==> config.mk <==
export PLATFORM = sky130hd
export DESIGN_NAME = nv_ram_sched
export DESIGN_NICKNAME = d
export VERILOG_FILES = /design/src/rtl/nv_ram_pkg.sv /design/src/rtl/nv_ram_refresh_timer.sv /design/src/rtl/nv_ram_sched.sv
export SDC_FILE = /design/constraint.sdc
export NUM_CORES = 1
export LEC_CHECK = 0
export ABC_AREA = 0
export CORE_UTILIZATION = 45
export DETAILED_ROUTE_END_ITERATION = 8
export GPL_ROUTABILITY_DRIVEN = 0
export PLACE_DENSITY = 0.74
export SLEW_MARGIN = 20
export SYNTH_ARGS = -nofsm -noshare
export SYNTH_HDL_FRONTEND = slang
export SYNTH_SLANG_ARGS = --single-unit
==> constraint.sdc <==
create_clock -name clk -period 4.3 [get_ports clk]
set_input_delay 0.86 -clock clk [delete_from_list [all_inputs] [get_ports clk]]
set_output_delay 0.86 -clock clk [all_outputs]
set_load 0.1 [all_outputs]
==> src/rtl/nv_ram_pkg.sv <==
// Shared definitions for the nv_ddre RAM scheduler slice.
//   state_e      : scheduler FSM states
//   *_BIT/*_MSB  : field positions inside the 18-bit macro command word
//                  {rd, wr, col[3:0], row[3:0], data[7:0]}
//   CLK_MODE_*   : encodings driven on the macro's clk_mode pins
//   make_cmd()   : assembles a command word from its fields
package nv_ram_pkg;

  typedef enum logic [2:0] {
    IDLE,
    OPEN,
    ACCESS,
    CLOSE,
    REFRESH,
    RECOVER
  } state_e;

  localparam int unsigned CMD_W    = 18;
  localparam int unsigned RD_BIT   = 17;
  localparam int unsigned WR_BIT   = 16;
  localparam int unsigned COL_MSB  = 15;
  localparam int unsigned COL_LSB  = 12;
  localparam int unsigned ROW_MSB  = 11;
  localparam int unsigned ROW_LSB  = 8;
  localparam int unsigned DATA_MSB = 7;
  localparam int unsigned DATA_LSB = 0;

  localparam logic [1:0] CLK_MODE_POS = 2'b00;
  localparam logic [1:0] CLK_MODE_NEG = 2'b01;
  localparam logic [1:0] CLK_MODE_DDR = 2'b10;

  function automatic logic [CMD_W-1:0] make_cmd(
    input logic       rd,
    input logic       wr,
    input logic [3:0] col,
    input logic [3:0] row,
    input logic [7:0] data
  );
    logic [CMD_W-1:0] cmd;
    cmd                    = '0;
    cmd[RD_BIT]            = rd;
    cmd[WR_BIT]            = wr;
    cmd[COL_MSB:COL_LSB]   = col;
    cmd[ROW_MSB:ROW_LSB]   = row;
    cmd[DATA_MSB:DATA_LSB] = data;
    return cmd;
  endfunction

endpackage

==> src/rtl/nv_ram_refresh_timer.sv <==
// Free-running refresh interval timer.
//   clk, rst   : clock, asynchronous active-high reset
//   clear_i    : acknowledge, drops the pending flag (refresh burst started)
//   pending_o  : sticky refresh request, set each time the counter hits zero
// The counter runs in every cycle regardless of the scheduler state, so the
// refresh cadence is fixed relative to reset release.
module nv_ram_refresh_timer #(
  parameter int unsigned INTERVAL = 512
) (
  input  logic clk,
  input  logic rst,
  input  logic clear_i,
  output logic pending_o
);

  localparam int unsigned    W      = $clog2(INTERVAL);
  localparam logic [W-1:0]   RELOAD = W'(INTERVAL - 1);

  logic [W-1:0] count_q, count_d;
  logic         pending_q, pending_d;
  logic         expire;

  always_comb begin
    expire    = (count_q == '0);
    count_d   = expire ? RELOAD : count_q - W'(1);
    // A fresh expiry wins over a clear in the same cycle; an expiry while
    // already pending simply merges into the outstanding request.
    pending_d = expire | (pending_q & ~clear_i);
  end

  always_ff @(posedge clk or posedge rst) begin
    if (rst) begin
      count_q   <= RELOAD;
      pending_q <= 1'b0;
    end else begin
      count_q   <= count_d;
      pending_q <= pending_d;
    end
  end

  assign pending_o = pending_q;

endmodule

==> src/rtl/nv_ram_sched.sv <==
// Two-requester round-robin scheduler in front of the nv_ddre 16x16x8
// non-volatile RAM macro.
//   clk, rst          : clock, asynchronous active-high reset
//   req_valid/ready   : per-requester handshake (ready is combinational)
//   req_we/row/col/wdata : per-requester command, requester i in slice i
//   rsp_valid/rdata   : one-cycle read-data strobe per requester, shared data
//   mem_*             : macro control: enable, rd/wr open, power_enable
//                       (low = refresh), clk_mode, 18-bit command word,
//                       read data back from the macro
//   refresh_busy      : high while refreshing or recovering from refresh
// A transaction runs OPEN -> ACCESS -> CLOSE; refresh bursts are inserted
// only from IDLE and have priority over new requests.
module nv_ram_sched
  import nv_ram_pkg::*;
#(
  parameter int unsigned REFRESH_INTERVAL = 512,
  parameter int unsigned REFRESH_CYCLES   = 16,
  parameter logic [1:0]  CLK_MODE         = CLK_MODE_POS
) (
  input  logic        clk,
  input  logic        rst,
  input  logic [1:0]  req_valid,
  output logic [1:0]  req_ready,
  input  logic [1:0]  req_we,
  input  logic [7:0]  req_row,
  input  logic [7:0]  req_col,
  input  logic [15:0] req_wdata,
  output logic [1:0]  rsp_valid,
  output logic [7:0]  rsp_rdata,
  output logic        mem_enable,
  output logic        mem_rd_en,
  output logic        mem_wr_en,
  output logic        mem_power_enable,
  output logic [1:0]  mem_clk_mode,
  output logic [17:0] mem_user_data,
  input  logic [7:0]  mem_user_out,
  output logic        refresh_busy
);

  localparam logic [7:0] RCNT_LOAD = 8'(REFRESH_CYCLES - 1);

  state_e           state_q, state_d;
  logic             last_q, last_d;
  logic             gnt_q, gnt_d;
  logic             we_q, we_d;
  logic [3:0]       row_q, row_d;
  logic [3:0]       col_q, col_d;
  logic [7:0]       wdata_q, wdata_d;
  logic [7:0]       rcnt_q, rcnt_d;

  logic             mem_enable_q;
  logic             rd_en_q, rd_en_d;
  logic             wr_en_q, wr_en_d;
  logic [CMD_W-1:0] user_data_q, user_data_d;
  logic             power_q, power_d;
  logic             busy_q, busy_d;
  logic [1:0]       rsp_valid_q, rsp_valid_d;
  logic [7:0]       rsp_rdata_q, rsp_rdata_d;

  logic             refresh_pending;
  logic             refresh_clear;
  logic             sel;
  logic [7:0]       data_f;

  nv_ram_refresh_timer #(
    .INTERVAL (REFRESH_INTERVAL)
  ) u_timer (
    .clk       (clk),
    .rst       (rst),
    .clear_i   (refresh_clear),
    .pending_o (refresh_pending)
  );

  always_comb begin
    state_d       = state_q;
    last_d        = last_q;
    gnt_d         = gnt_q;
    we_d          = we_q;
    row_d         = row_q;
    col_d         = col_q;
    wdata_d       = wdata_q;
    rcnt_d        = rcnt_q;
    req_ready     = '0;
    rsp_valid_d   = '0;
    rsp_rdata_d   = rsp_rdata_q;
    refresh_clear = 1'b0;
    sel           = 1'b0;

    case (state_q)
      IDLE: begin
        if (refresh_pending) begin
          state_d       = REFRESH;
          refresh_clear = 1'b1;
          rcnt_d        = RCNT_LOAD;
        end else if (req_valid != 2'b00) begin
          // Contention goes to whoever did not win last; otherwise the
          // single valid requester.
          sel            = (req_valid == 2'b11) ? ~last_q : req_valid[1];
          req_ready[sel] = ~rst;
          gnt_d          = sel;
          last_d         = sel;
          we_d           = req_we[sel];
          row_d          = req_row[{sel, 2'b00} +: 4];
          col_d          = req_col[{sel, 2'b00} +: 4];
          wdata_d        = req_wdata[{sel, 3'b000} +: 8];
          state_d        = OPEN;
        end
      end
      OPEN:   state_d = ACCESS;
      ACCESS: state_d = CLOSE;
      CLOSE: begin
        state_d = IDLE;
        if (!we_q) begin
          rsp_valid_d[gnt_q] = 1'b1;
          rsp_rdata_d        = mem_user_out;
        end
      end
      REFRESH: begin
        if (rcnt_q == '0) begin
          state_d = RECOVER;
        end else begin
          rcnt_d = rcnt_q - 8'd1;
        end
      end
      RECOVER: state_d = IDLE;
      default: state_d = IDLE;
    endcase

    // Macro pins are registered: each is computed from the state being
    // entered so it is valid for the whole of that state.
    data_f      = we_d ? wdata_d : '0;
    rd_en_d     = 1'b0;
    wr_en_d     = 1'b0;
    user_data_d = '0;
    case (state_d)
      OPEN: begin
        wr_en_d     = we_d;
        rd_en_d     = ~we_d;
        user_data_d = make_cmd(1'b0, 1'b0, col_d, row_d, data_f);
      end
      ACCESS: user_data_d = make_cmd(~we_d, we_d, col_d, row_d, data_f);
      CLOSE:  user_data_d = make_cmd(1'b0, 1'b0, col_d, row_d, data_f);
      default: ;
    endcase
    power_d = (state_d != REFRESH);
    busy_d  = (state_d == REFRESH) || (state_d == RECOVER);
  end

  always_ff @(posedge clk or posedge rst) begin
    if (rst) begin
      state_q      <= IDLE;
      last_q       <= 1'b1;
      gnt_q        <= 1'b0;
      we_q         <= 1'b0;
      row_q        <= '0;
      col_q        <= '0;
      wdata_q      <= '0;
      rcnt_q       <= '0;
      mem_enable_q <= 1'b0;
      rd_en_q      <= 1'b0;
      wr_en_q      <= 1'b0;
      user_data_q  <= '0;
      power_q      <= 1'b1;
      busy_q       <= 1'b0;
      rsp_valid_q  <= '0;
      rsp_rdata_q  <= '0;
    end else begin
      state_q      <= state_d;
      last_q       <= last_d;
      gnt_q        <= gnt_d;
      we_q         <= we_d;
      row_q        <= row_d;
      col_q        <= col_d;
      wdata_q      <= wdata_d;
      rcnt_q       <= rcnt_d;
      mem_enable_q <= 1'b1;
      rd_en_q      <= rd_en_d;
      wr_en_q      <= wr_en_d;
      user_data_q  <= user_data_d;
      power_q      <= power_d;
      busy_q       <= busy_d;
      rsp_valid_q  <= rsp_valid_d;
      rsp_rdata_q  <= rsp_rdata_d;
    end
  end

  assign mem_enable       = mem_enable_q;
  assign mem_rd_en        = rd_en_q;
  assign mem_wr_en        = wr_en_q;
  assign mem_user_data    = user_data_q;
  assign mem_power_enable = power_q;
  assign mem_clk_mode     = CLK_MODE;
  assign refresh_busy     = busy_q;
  assign rsp_valid        = rsp_valid_q;
  assign rsp_rdata        = rsp_rdata_q;

endmodule

; Word-level counts from Yosys, hierarchy flattened
; Cells that the tools add are included.
[op_classes]
eq_ne = 13
bitwise_logic = 9
muxes = 38
n_reduce_logical = 12
add_sub_neg = 2
shift = 3
magnitude_cmp = 4
[ops]
columns = op, n
row1 = $mux W8, 6
row2 = $pmux W18 S2, 1
row3 = $mux W4, 6
row4 = $pmux W8 S2, 1
row5 = $shiftx A16 B5 Y8, 1
row6 = $shiftx A8 B4 Y4, 2
row7 = $eq A3 B2 Y1 const B, 4
row8 = $mux W1, 12
row9 = $pmux W3 S4, 1
row10 = $mux W2, 5
row11 = $eq A3 B3 Y1 const B, 3
row12 = $logic_not A9 Y1, 1
row13 = $mux W3, 3
row14 = $mux W9, 1
row15 = $sub A9 B1 Y9 const B, 1
row16 = $logic_not A8 Y1, 1
row17 = $sub A8 B1 Y8 const B, 1
row18 = $eq A3 B1 Y1 const B, 2
row19 = $not A1 Y1, 6
row20 = $reduce_and A3 Y1, 2
row21 = $lt A1 B2 Y1 const B, 2
row22 = $reduce_bool A2 Y1, 2
row23 = $logic_not A3 Y1, 1
row24 = $ne A3 B3 Y1 const B, 1
row25 = other kinds (12), 15
[word_totals]
out_inout_bits = 37
reg_bits = 73

; Longest topological paths before layout
; Gate-level depths: netlist (run 1).
[depth]
depth_word = 10
ltp_mapped = 7
ltp_nobuf = 6

; By module
; From an unflattened synthesis (run 1), not the netlist that was laid out.
[hier_totals]
cells_unflattened = 266
area_unflattened_um2 = 3130.5
[by_module_without_submodules]
columns = mod, seq_area_each_um2, area_per_inst_um2, instances, cells_per_inst
row1 = nv_ram_sched, 1579.0, 2687.6, 1, 227
row2 = nv_ram_refresh_timer, 261.5, 442.9, 1, 39

; Least setup slack after synthesis (run 1)
; No wires, ideal clock.
[synth_path]
path_type = input-to-output
startpoint = in req_valid[1]
endpoint = out req_ready[0]
path_buffers = 2
slack_ps = -20
arrival_time_ps = 3460
cell_stages = 4
cell_sequence = a21boi_0 -> buf_2 -> clkbuf_1 -> nor3_1
[synth_via]
elab_chain_cells = 10
elab_cells_between_ends = 12
[synth_lines]
columns = item, line_no
row1 = "start, declared", nv_ram_sched.sv:22  ; input logic [1:0] req_valid,
row2 = $eq A2 B2 Y1, nv_ram_sched.sv:98  ; sel = (req_valid == 2'b11) ? ~last_q : req_valid[1];
row3 = $mux W1, nv_ram_sched.sv:98
row4 = $lt A1 B2 Y1 (implied by the code) / $ge A1 B1 Y1 (equally long branches), nv_ram_sched.sv:99  ; req_ready[sel] = ~rst;
row5 = $logic_and A1 B1 Y1 (implied by the code), nv_ram_sched.sv:99
row6 = $mux W1 (implied by the code), nv_ram_sched.sv:99
row7 = $demux W1 S1, nv_ram_sched.sv:99
row8 = $and A2 B2 Y2 (no line), -
row9 = $mux W2 (*), nv_ram_sched.sv:95  ; end else if (req_valid != 2'b00) begin
row10 = $mux W2 (*), nv_ram_sched.sv:91  ; if (refresh_pending) begin
row11 = $mux W2 (*), nv_ram_sched.sv:89  ; case (state_q)
row12 = "end, declared", nv_ram_sched.sv:23  ; output logic [1:0] req_ready,
; Mark *: on every way between the ends. The rest lies on a longest branch, timed or not.

; Final worst setup path (run 1)
[layout_path]
startpoint = reg state_q[2]
endpoint = out req_ready[0]
[layout_via]
elab_chain_cells = 2
[layout_lines]
columns = item, line_no
row1 = "start, declared", nv_ram_sched.sv:42  ; state_e state_q, state_d;
row2 = "start signal, assigned", nv_ram_sched.sv:168  ; state_q <= state_d;
row3 = $logic_not A3 Y1, nv_ram_sched.sv:89
row4 = $mux W2, nv_ram_sched.sv:89
; Every way passes these cells.

==> impl_metrics.tcl, run 1 <==
set metrics [dict create \
    status "finished clean" \
    first_global_vias 2426 \
    rsz0062_at_grt "false" \
    required_ns 3.44 \
    area_growth_pct 34.2 \
    cts_hold_buf 0 \
    drtPass1Iterations 4 \
    synthMuxAreaShare 0.0641 \
    fmax_ghz 0.328 \
    leakage_uw 0.00181 \
    gr-total-overflow 0 \
    synth_seq_cells 73 \
    die_x_um 87.4 \
    clkPwrFrac 0.175 \
    placementRows 30 \
    worstReg2RegEnd "mem_user_data[6]" \
    hold_start "u_timer.count_q[0]" \
    worstMarginPinSlew_ns 1.01 \
    drive_gt1_frac 0.137 \
    async_flop_share 1.00 \
    ys_seq_area_frac 0.561 \
    place_hpwl_mm 4.45 \
    synth_compound_area_frac 0.135 \
    cts_tree "yes" \
    r2r_slack_ns 2.05 \
    viasPerCell 5.27 \
    ctsResizeCount 0 \
    final_nets 429 \
    synth_top_family_by_area "simple AND/OR/NAND/NOR gates" \
    swShare 0.490 \
    slowest_stage "dfrtp_1" \
    drt_iter0_markers 140 \
    port_buffers 80 \
    p_comb_frac 0.516 \
    dieHeight_um 87.4 \
    whs_endpoint "u_timer.count_q[0]" \
    min_period_ns 3.05 \
    arrival_ns 2.19 \
    vdd_drop_max_v 0.000535 \
    ys.warnings.count 0 \
    critical_path.startpoint_type "flip-flop" \
    period_share 0.709 \
    dp.cells 466 \
    clockBufferDepth 2 \
    share_seq_of_total_power 0.309 \
    synthSimpleGateAreaFrac 0.167 \
    synth_area_per_cell_um2 10.7 \
    setup_viol 0 \
    cp.buffers_inverters 1 \
    powerDensity_nw_per_um2 837 \
    reg2reg_depth 5 \
    p_int_uw 1880 \
    hold_path.class "reg2reg" \
    grt_max_degree 74 \
    track_usage 0.193 \
    final_cell_mix "78 x clkdlybuf4s50_1, 62 x dfrtp_1, 30 x nand2_1, 30 x nor2_1, 21 x a21oi_1" \
    crit_path_max_incr_delay_ns 0.64 \
    ys_types 47 \
    slew_viol_final 0 \
    cts.clk_slew.worst_paths_ns 0.08 \
    grt_pass1_wl_mm 11.2 \
    post-route-drc-count 0 \
    finalSetupTns_ns 0 \
    synth_fa_ha_area_frac 0.00763 \
    h-tree-depth 3 \
    whs_path_depth 1 \
    routed_wl_mm 6.59 \
    cts_made_buffers 9 \
    antenna_found_initial 0 \
    nFillCells 582 \
    synth_xor_area_frac 0.0214 \
    ios 83 \
    netlist_instances 306 \
    path_max_fanout 18 \
    vias 2541 \
    fin_worst_skew_ns 0.0100 \
    cp_top_family "flip-flops" \
    p_sw_uw 1800 \
    start_util 0.475 \
    antennaDiodeCount 0 \
    clock_latency_ns 0.34 \
    path_cells "nor4_4, o21ai_0, nor3_2, buf_4" \
    final_common_cell "clkdlybuf4s50_1" \
    core_um2 6910 \
    syn_area_um2 3280 \
    antenna_left 0 \
    synth-edff-count 0 \
    cts_setup_buffers 0 \
    r2r_start "state_q[2]" \
    clock_sinks 73 \
    max-slew-margin-rel 0.327 \
    end_kind "primary output" \
    synthFlopType "dfrtp_1" \
    routedWlPerCell_um 13.7 \
    hold_viol 0 \
    worstSetupPathType "reg2out" \
    root_buffer "clkbuf_8" \
    dieArea_um2 7640 \
    maxCapViolations 0 \
    fin_cells 482 \
]
-- power by group through the flow --
stage | clock (uW) | combinational (uW) | sequential [uW]
global placement | 0 | 1870 | 1140
detailed placement | 0 | 1900 | 1140
global route | 685 | 2010 | 1170
CTS | 659 | 1910 | 1140
floorplan | 0 | 600 | 2000
finish | 646 | 1900 | 1140
-- flip-flops by register name, summed over array words and instances (netlist names), 2 cells and up --
register	flops
rsp_rdata	8
row_q	4
col_q	4
mem_user_data	18
rcnt_q	8
state_q	3
rsp_valid	2
u_timer.count_q	9
wdata_q	8
-- layout make-up --
class / instances / area (um^2) / area share
timing repair buffer: 84 / 826 / 0.188
multi-input combinational: 203 / 1340 / 0.303
clock inverter: 5 / 103 / 0.0233
clock buffer: 11 / 141 / 0.0321
sequential: 73 / 1840 / 0.418
inverter: 10 / 37.5 / 0.00853
tap: 96 / 120 / 0.0273
-- stage by stage --
step	power [uW]	util	hold slack (ns)	instance area, um^2	setup slack, ns
after floorplan	2600	-	0.417	3290	0.0601
after global placement	3010	0.601	0.438	4150	1.38
after detailed placement	3040	0.601	0.440	4150	1.34
after CTS	3700	0.636	0.459	4390	1.24
after global routing	3870	0.638	0.482	4400	1.07
final	3680	0.638	0.457	4400	1.25
-- synthesized netlist by cell type, types with 2 or more instances --
library cell	instances	area, um^2
xor2_1	2	17.5
a211oi_1	10	75.1
nor4bb_1	2	20.0
o21ai_0	3	15.0
dfrtp_1	62	1550
mux2i_1	12	120
mux2_2	8	90.1
a31oi_1	9	56.3
clkbuf_1	8	30.0
o31ai_1	2	15.0
a311oi_1	9	78.8
xnor2_1	6	52.6
ha_1	2	25.0
and2_1	3	18.8
nand2_1	30	113
or2_2	2	12.5
dfstp_2	11	289
a21oi_1	21	105
nand3_1	18	90.1
nor2_1	30	113
buf_4	2	15.0
conb_1	2	7.51
nor3_1	8	40.0
a211o_1	2	17.5
buf_2	11	55.1
inv_1	10	37.5
-- how the worst max path moves through the flow --
stage          cells after the start  slack [ns]            to    startpoint
6_report                           4        1.25  req_ready[0]    state_q[2]
5_1_grt                            4        1.07  req_ready[0]    state_q[2]
4_1_cts                            4        1.24  req_ready[0]    state_q[2]
3_5_place_dp                       4        1.34  req_ready[1]  req_valid[1]
3_3_place_gp                       4        1.38  req_ready[1]  req_valid[1]
2_1_floorplan                      2        0.06  req_ready[1]           rst
-- logic make-up after synthesis --
| group | after synthesis |
|---|---|
| multiplexers | 20 |
| flip-flops | 73 |
| adder cells (fa/ha/maj) | 2 |
| AND/OR/NAND/NOR | 108 |
| buffers and inverters | 31 |
| other | 2 |
| AO/OA/AOI/OAI | 62 |
| XOR/XNOR | 8 |
-- layer usage --
metal | wire (um) | global-route usage | up-vias
met1 | 2920 | 0.256 | 1209
met3 | 332 | 0.0389 | 10
met2 | 3240 | 0.300 | 84
met4 | 97 | 0.101 | 0
li1 | - | - | 1238
met5 | 0 | 0 | -
(Power assumes the default switching activity.)
==> run 2: changes to the inputs <==
Settings changed: CORE_UTILIZATION 45 to 44, PLACE_DENSITY 0.74 to 0.76.
Clock period 4.3 ns to 2.5 ns, I/O delays scaled along.
==> impl_metrics.tcl, run 2 (same netlist as run 1, synthesis figures left out) <==
set metrics [dict create \
    status "finished clean" \
    core_um2 7210 \
    clock_sinks 73 \
    share_seq_of_total_power 0.299 \
    fmax_ghz 0.427 \
    p_sw_uw 3140 \
    dpl_cell_area_um2 4180 \
    largest_register_ffs 18 \
    routedWlPerCell_um 14.1 \
    leakage_uw 0.00190 \
    arrival_ns 1.84 \
    gr-usage-met2 0.310 \
    start_util 0.455 \
    worstSetupPathType "reg2out" \
    period_share 0.937 \
    finalPower_uw 6410 \
    nFillCells 618 \
    fin_worst_skew_ns 0.00722 \
    slew_viol_final 0 \
    critical_path.startpoint_type "flip-flop" \
    clkPwrFrac 0.178 \
    h-tree-depth 3 \
    drive_gt1_frac 0.244 \
    vias 2602 \
    viasPerCell 5.29 \
    area_growth_pct 35.5 \
    antenna_left 0 \
    fin_area_um2 4450 \
    cts_tree "yes" \
    clock_latency_ns 0.35 \
    min_period_ns 2.34 \
    p_int_uw 3270 \
    dp.cells 475 \
    hold_viol 0 \
    grt_max_degree 74 \
    dieHeight_um 88.4 \
    dieArea_um2 7810 \
    maxCapViolations 0 \
    grt_pass1_wl_mm 11.5 \
    fin_cells 492 \
    placementRows 31 \
    path_max_fanout 7 \
    die_x_um 88.4 \
    required_ns 2.00 \
    ios 83 \
    routed_wl_mm 6.96 \
    cts_made_buffers 9 \
    port_buffers 80 \
    post-route-drc-count 0 \
    gr-total-overflow 0 \
    antennaDiodeCount 0 \
    whs_ns 0.457 \
    hold_path.class "reg2reg" \
    first_global_vias 2535 \
    end_kind "primary output" \
    drtPass1Iterations 5 \
    use_met1 0.254 \
    root_buffer "clkbuf_8" \
    setup_viol 0 \
    final_common_cell "dfrtp_1" \
    p_comb_frac 0.523 \
    antenna_found_initial 0 \
    met3_usage 0.0597 \
    worstMarginPinSlew_ns 0.875 \
    vdd_drop_max_v 0.000889 \
    final_cell_mix "61 x dfrtp_1, 45 x clkdlybuf4s50_1, 42 x buf_4, 30 x nand2_1, 30 x nor2_1" \
    final_nets 436 \
    swShare 0.490 \
    drt_iter0_markers 85 \
    place_hpwl_mm 4.73 \
    cts.clk_slew.worst_paths_ns 0.07 \
    max-slew-margin-rel 0.417 \
    globalRoute.busiestLayer "met2" \
    clockBufferDepth 2 \
    track_usage 0.194 \
    powerDensity_nw_per_um2 1440 \
    rsz0062_at_grt "false" \
]
[run 2: cell type report]
class / count / area, um^2 / share of cell area
flip-flops and latches: 73 / 1840 / 0.414
multi-input cells: 203 / 1340 / 0.301
repair buffers: 91 / 846 / 0.190
clock buffers: 12 / 155 / 0.0349
well taps: 99 / 124 / 0.0279
clock inverters: 4 / 98.8 / 0.0222
inverters: 10 / 41.3 / 0.00929
[run 2: what timing repair did]
action,CTS,global route
buffers inserted,0,1
gates resized for setup,0,1
hold buffers,0,0
endpoints found under the setup margin,0,1
[run 2: critical path: stages, from the launching register on]
cell and delay, ns:
dfrtp_2 0.46, nor4_4 0.37, o21ai_0 0.15, buf_4 0.17
nor3_4 0.14, buf_12 0.20
[run 2: worst paths after layout]
check | from | cells after the start | slack [ns] | endpoint
worst max-delay path | u_timer.pending_o | 5 | 0.16 | req_ready[0]
worst min-delay path | gnt_q | 1 | 0.46 | rsp_valid[0]
worst max register to register | rcnt_q[0] | 6 | 0.58 | rcnt_q[6]
worst min register to register | gnt_q | 1 | 0.46 | rsp_valid[0]
max in group asynchronous | rst | 3 | 1.00 | u_timer.pending_o
min in group asynchronous | rst | 3 | 0.88 | rcnt_q[1]
[run 2: stage by stage]
stage               utilization  setup WS (ns)  TNS, ns
floorplan                     -        -0.0617  -0.0617
global placement          0.580          0.237        0
detailed placement        0.580          0.193        0
CTS                       0.615         0.0525        0
global route              0.616         0.0189        0
finish                    0.616          0.158        0
[run 2: routing by layer]
layer	share of wire	routed length (um)
met5	0	0
met4	0.014	96
met3	0.052	362
met2	0.50	3450
met1	0.44	3050
[run 2: power by group through the flow]
stage	sequential, uW	clock (uW)	combinational, uW
after floorplan	3440	0	1040
after global placement	1920	0	3300
after detailed placement	1930	0	3350
after CTS	1910	1160	3360
after global routing	1970	1210	3550
final	1920	1140	3350
==> run 3: changes to the inputs <==
Settings changed: ABC_CLOCK_PERIOD_IN_PS from default to 2500.
==> results of run 3 <==
The final DEF is identical to that of run 2; final timing and power are the same.
